===== src/rtl/my_counter.sv =====
// my_counter: modulo-(MAX_COUNT+1) up/down counter.
// It has a synchronous active-high reset and a clamped parallel load.
// tc is a combinational terminal-count flag. It is high in the cycle
// before the count wraps.
// Optional feature: define MY_COUNTER_GRAY_OUT_EN to add output qg.
// qg is a registered Gray-coded copy of the count and updates on the
// same edge as qd.
module my_counter #(
  parameter int WIDTH     = 4,
  parameter int MAX_COUNT = 15
) (
  input  logic             clk,
  input  logic             rst,
  input  logic             en,
  input  logic             up,
  input  logic             load,
  input  logic [WIDTH-1:0] load_val,
  output logic [WIDTH-1:0] qd,
  output logic             tc
`ifdef MY_COUNTER_GRAY_OUT_EN
  ,
  output logic [WIDTH-1:0] qg
`endif
);

  // Terminal value as a WIDTH-bit constant, so comparisons need no width casts.
  localparam logic [WIDTH-1:0] MAX_Q = WIDTH'(MAX_COUNT);

  logic [WIDTH-1:0] load_clamped;
  logic [WIDTH-1:0] qd_next;
  logic             at_top;
  logic             at_bottom;

  assign at_top    = (qd == MAX_Q);
  assign at_bottom = (qd == '0);

  // A load above the terminal value is clamped, so qd never leaves 0..MAX_COUNT.
  always_comb begin
    load_clamped = load_val;
    if (load_val > MAX_Q) begin
      load_clamped = MAX_Q;
    end
  end

  // Next count below reset: load beats enable, and enable beats hold.
  // The wrap is explicit, so a full-range MAX_COUNT also works.
  always_comb begin
    qd_next = qd;
    if (load) begin
      qd_next = load_clamped;
    end else if (en) begin
      if (up) begin
        qd_next = at_top ? '0 : (qd + WIDTH'(1));
      end else begin
        qd_next = at_bottom ? MAX_Q : (qd - WIDTH'(1));
      end
    end
  end

  // Count register; reset takes precedence over everything on the same edge.
  always_ff @(posedge clk) begin
    if (rst) begin
      qd <= '0;
    end else begin
      qd <= qd_next;
    end
  end

  // tc is high only while enabled and sitting on the value the next step wraps from.
  always_comb begin
    tc = en & ((up & at_top) | (~up & at_bottom));
  end

`ifdef MY_COUNTER_GRAY_OUT_EN
  // Gray copy is encoded from the next count so it lands on the same edge as qd.
  always_ff @(posedge clk) begin
    if (rst) begin
      qg <= '0;
    end else begin
      qg <= qd_next ^ (qd_next >> 1);
    end
  end
`endif

endmodule


===== config.mk =====
export PLATFORM = sky130hd
export DESIGN_NAME = my_counter
export DESIGN_NICKNAME = d
export VERILOG_FILES = /design/src/rtl/my_counter.sv
export SDC_FILE = /design/constraint.sdc
export NUM_CORES = 1
export LEC_CHECK = 0
export ABC_CLOCK_PERIOD_IN_PS = 1800
export BUFFER_PORTS_ARGS = -buffer_cell sky130_fd_sc_hd__buf_4
export CORE_AREA = 5 5 42 44
export DETAILED_ROUTE_END_ITERATION = 8
export DIE_AREA = 0 0 47 49
export GPL_ROUTABILITY_DRIVEN = 0
export PLACE_DENSITY = 0.59
export SLEW_MARGIN = 20
export SYNTH_ARGS = -nofsm -noshare
export SYNTH_HDL_FRONTEND = slang
export SYNTH_SLANG_ARGS = --single-unit

===== constraint.sdc =====
create_clock -name clk -period 1.8 [get_ports clk]
set_clock_uncertainty 0.2 [all_clocks]
set_input_delay 0.18 -clock clk [delete_from_list [all_inputs] [get_ports clk]]
set_output_delay 0.18 -clock clk [all_outputs]
set_load 0.02 [all_outputs]

==> run summary <==
pin count of the biggest net entering global routing - 10
htree depth - 1
drt drc - 0
CP Data Arrival Time - 1.48 ns
Port Buffers - 13
Worst Path Max Fanout - 2
aggregate global routing overflow - 0
clock slew at reported path FFs - 0.03 ns
Max clock buf depth - 2
all-layer global routing usage - 8.30%
combinational power share - 38.0%
worst hold-check path type - in2reg
final WL - 840 um
Clk pwr share - 30.9%
unrepaired setup endpoints after global routing - true
sw power - 98.0 uW
relative slew slack - 83.8%
setup violators final - 1
share of the yosys chip area belonging to registers - 24.7%
Int Pwr - 245 uW
initial core utilization - 23.1%
Synth top area share - 24.7%
Die Width - 47 um
DR vias - 353
Mean Syn Cell Area - 8.31 um^2
failing checks - negative setup slack
layout cells sized above 1 - 50.0%
power density over the cells - 625 nW/um^2
Setup WS pre-CTS - 0.0887 ns
Rows - 14
worst slew pin tran - 0.243 ns
largest area contributor in the synthesized netlist - dfxtp_1
warnings from Yosys - 0
Die ar. - 2300 um^2
register bit total from synthesis - 4
Yosys cell types - 23
Final HPWL DP - 632 um
outcome - finished, violations left
TritonRoute pass-1 iters - 2
number of buffers created by CTS - 3
nature of the critical path endpoint - primary output
first-pass GRT wire length - 1380 um
minimum clock period - 1.86 ns
initial antenna violation count - 0
PnR worst setup slack - -0.0636 ns
Sw Share - 28.6%
critical path type - reg2out
Slew Viols, Final - 0
register name with the most flops - qd
Cell Count Post-Placement - 68
Critical Path RT - 1.42 ns
Highest Clock Rate - 537 MHz
DRT antenna net count - 0
Synth Instances - 39
mapped cell area - 324 um^2
post-route insts no fill - 76
vias in the first global route - 341
met1 GRT Util - 10.1%
Clock Sinks - 4
fin crit share - 104%
met3 Use GR - 2.58%
fillers - 148
Core Region - 1400 um^2
max reg flops - 4
GR peak layer - met2
top cells by area, synth - dfxtp_1 (25%), xnor2_1 (8.1%), ha_1 (7.7%), a21oi_1 (6.2%), a21boi_0 (4.6%)
Largest regs - qd (4)
critical path launch point type - register
CTS tree - done
wire per inst - 11.1 um
I/O Pins - 14
Layout Nets - 73
Mapped Nets - 50
Max Cap Violations - 0
peak supply drop - 0.277 mV
sequential share of power - 31.1%
Leak - 0.000242 uW
Avg Vias per Cell - 4.64
Root Buffer - clkbuf_4
worst-skew pair later-pin latency - 0.23 ns
ANT cells - 0
die extent in y - 49 um
met2 Track Usage GR - 12.7%
Iter 0 DRT Violations - 1
Final Hold Fails - 0
Area Overhead vs Synth - 69.5%
==> layout by cell type, fill, tap and decap left out, types with 2 or more instances in the layout <==
cell type      netlist  routed
a21oi_1              4       4
buf_4                0      16
clkbuf_4             0       3
dfxtp_1              4       2
dlygate4sd3_1        0       2
nand2_1              2       2
nor2_1               3       3
nor2b_1              2       2
xnor2_1              3       3
==> worst max-delay path, stage by stage (launching register included) <==
cell and delay [ns]:
dfxtp_2 0.31, inv_2 0.08, ha_4 0.13, or4b_4 0.46, a21boi_4 0.14, buf_6 0.12
==> power by group through the flow <==
| stage | sequential [uW] | combinational (uW) | clock (uW) |
|---|---|---|---|
| after floorplan | 117 | 55.9 | 0 |
| after global placement | 109 | 107 | 0 |
| after detailed placement | 109 | 108 | 0 |
| after CTS | 106 | 127 | 110 |
| after global routing | 108 | 141 | 118 |
| final | 107 | 130 | 106 |
==> per-stage QoR <==
| stage | utilization [%] | hold slack, ns | TNS, ns | total power [uW] | instance area (um^2) |
|---|---|---|---|---|---|
| final | 39.2 | 0.0296 | -0.0636 | 343 | 549 |
| after global routing | 39.2 | 0.0243 | -0.124 | 368 | 549 |
| after CTS | 38.7 | 0.0256 | -0.0897 | 344 | 542 |
| after detailed placement | 33.0 | 0.166 | 0 | 217 | 463 |
| after global placement | 33.0 | 0.170 | 0 | 216 | 463 |
| after floorplan | - | 0.0442 | 0 | 173 | 342 |
==> kinds of logic (layout without fill, tap and decap cells) <==
kind of cell	count (synthesis)	in the layout	share of synthesized area (%)
simple gates	12	12	22.8
buf+inv	4	25	4.63
mux	2	2	6.56
compound gates	12	12	25.5
fa+ha+maj	2	2	7.72
flops	4	4	24.7
xor+xnor	3	3	8.11
==> layout make-up <==
cell class                 count  area (um^2)  share of cell area, %
sequential                     4         85.1                   15.5
timing repair buffer          19          151                   27.6
clock buffer                   3         22.5                   4.10
inverter                       3         13.8                   2.51
multi-input combinational     31          256                   46.7
tap                           16         20.0                   3.64
==> per-layer routing <==
layer  routed length, um  vias up
met4                   8        0
met1                 349      154
met5                   0        -
met3                  38        2
met2                 443       13
li1                    -      184
==> synthesized netlist by cell type, drive strengths merged <==
cell type and number:
a21oi 4, dfxtp 4, inv 3, nor2 3, xnor2 3, a21boi 2, ha 2, nand2 2
nor2b 2, or4b 2, a21o 1, clkbuf 1, mux2 1, mux2i 1, nand4 1, nor3b 1
o21a 1, o21ai 1, o221ai 1, o311a 1, o31ai 1, or2b 1
==> path summary, 6_finish.rpt <==
path	startpoint	endpoint	slack, ns	depth (start not counted)
setup / recovery	qd[0]	tc	-0.06	5
hold reg to reg	qd[2]	qd[2]	0.49	2
setup reg to reg	qd[1]	qd[3]	0.11	5
hold / removal	load	qd[2]	0.03	2
==> timing repair <==
| action | in CTS | in global routing |
|---|---|---|
| cloned | 0 | 0 |
| pin swaps | 2 | 2 |
| hold endpoints to repair | 3 | 0 |
| hold buffers | 2 | 0 |
| gates resized for setup | 7 | 0 |
| setup buffers | 2 | 1 |
| setup endpoints to repair | 1 | 1 |
Power figures use the tool's default switching activity.
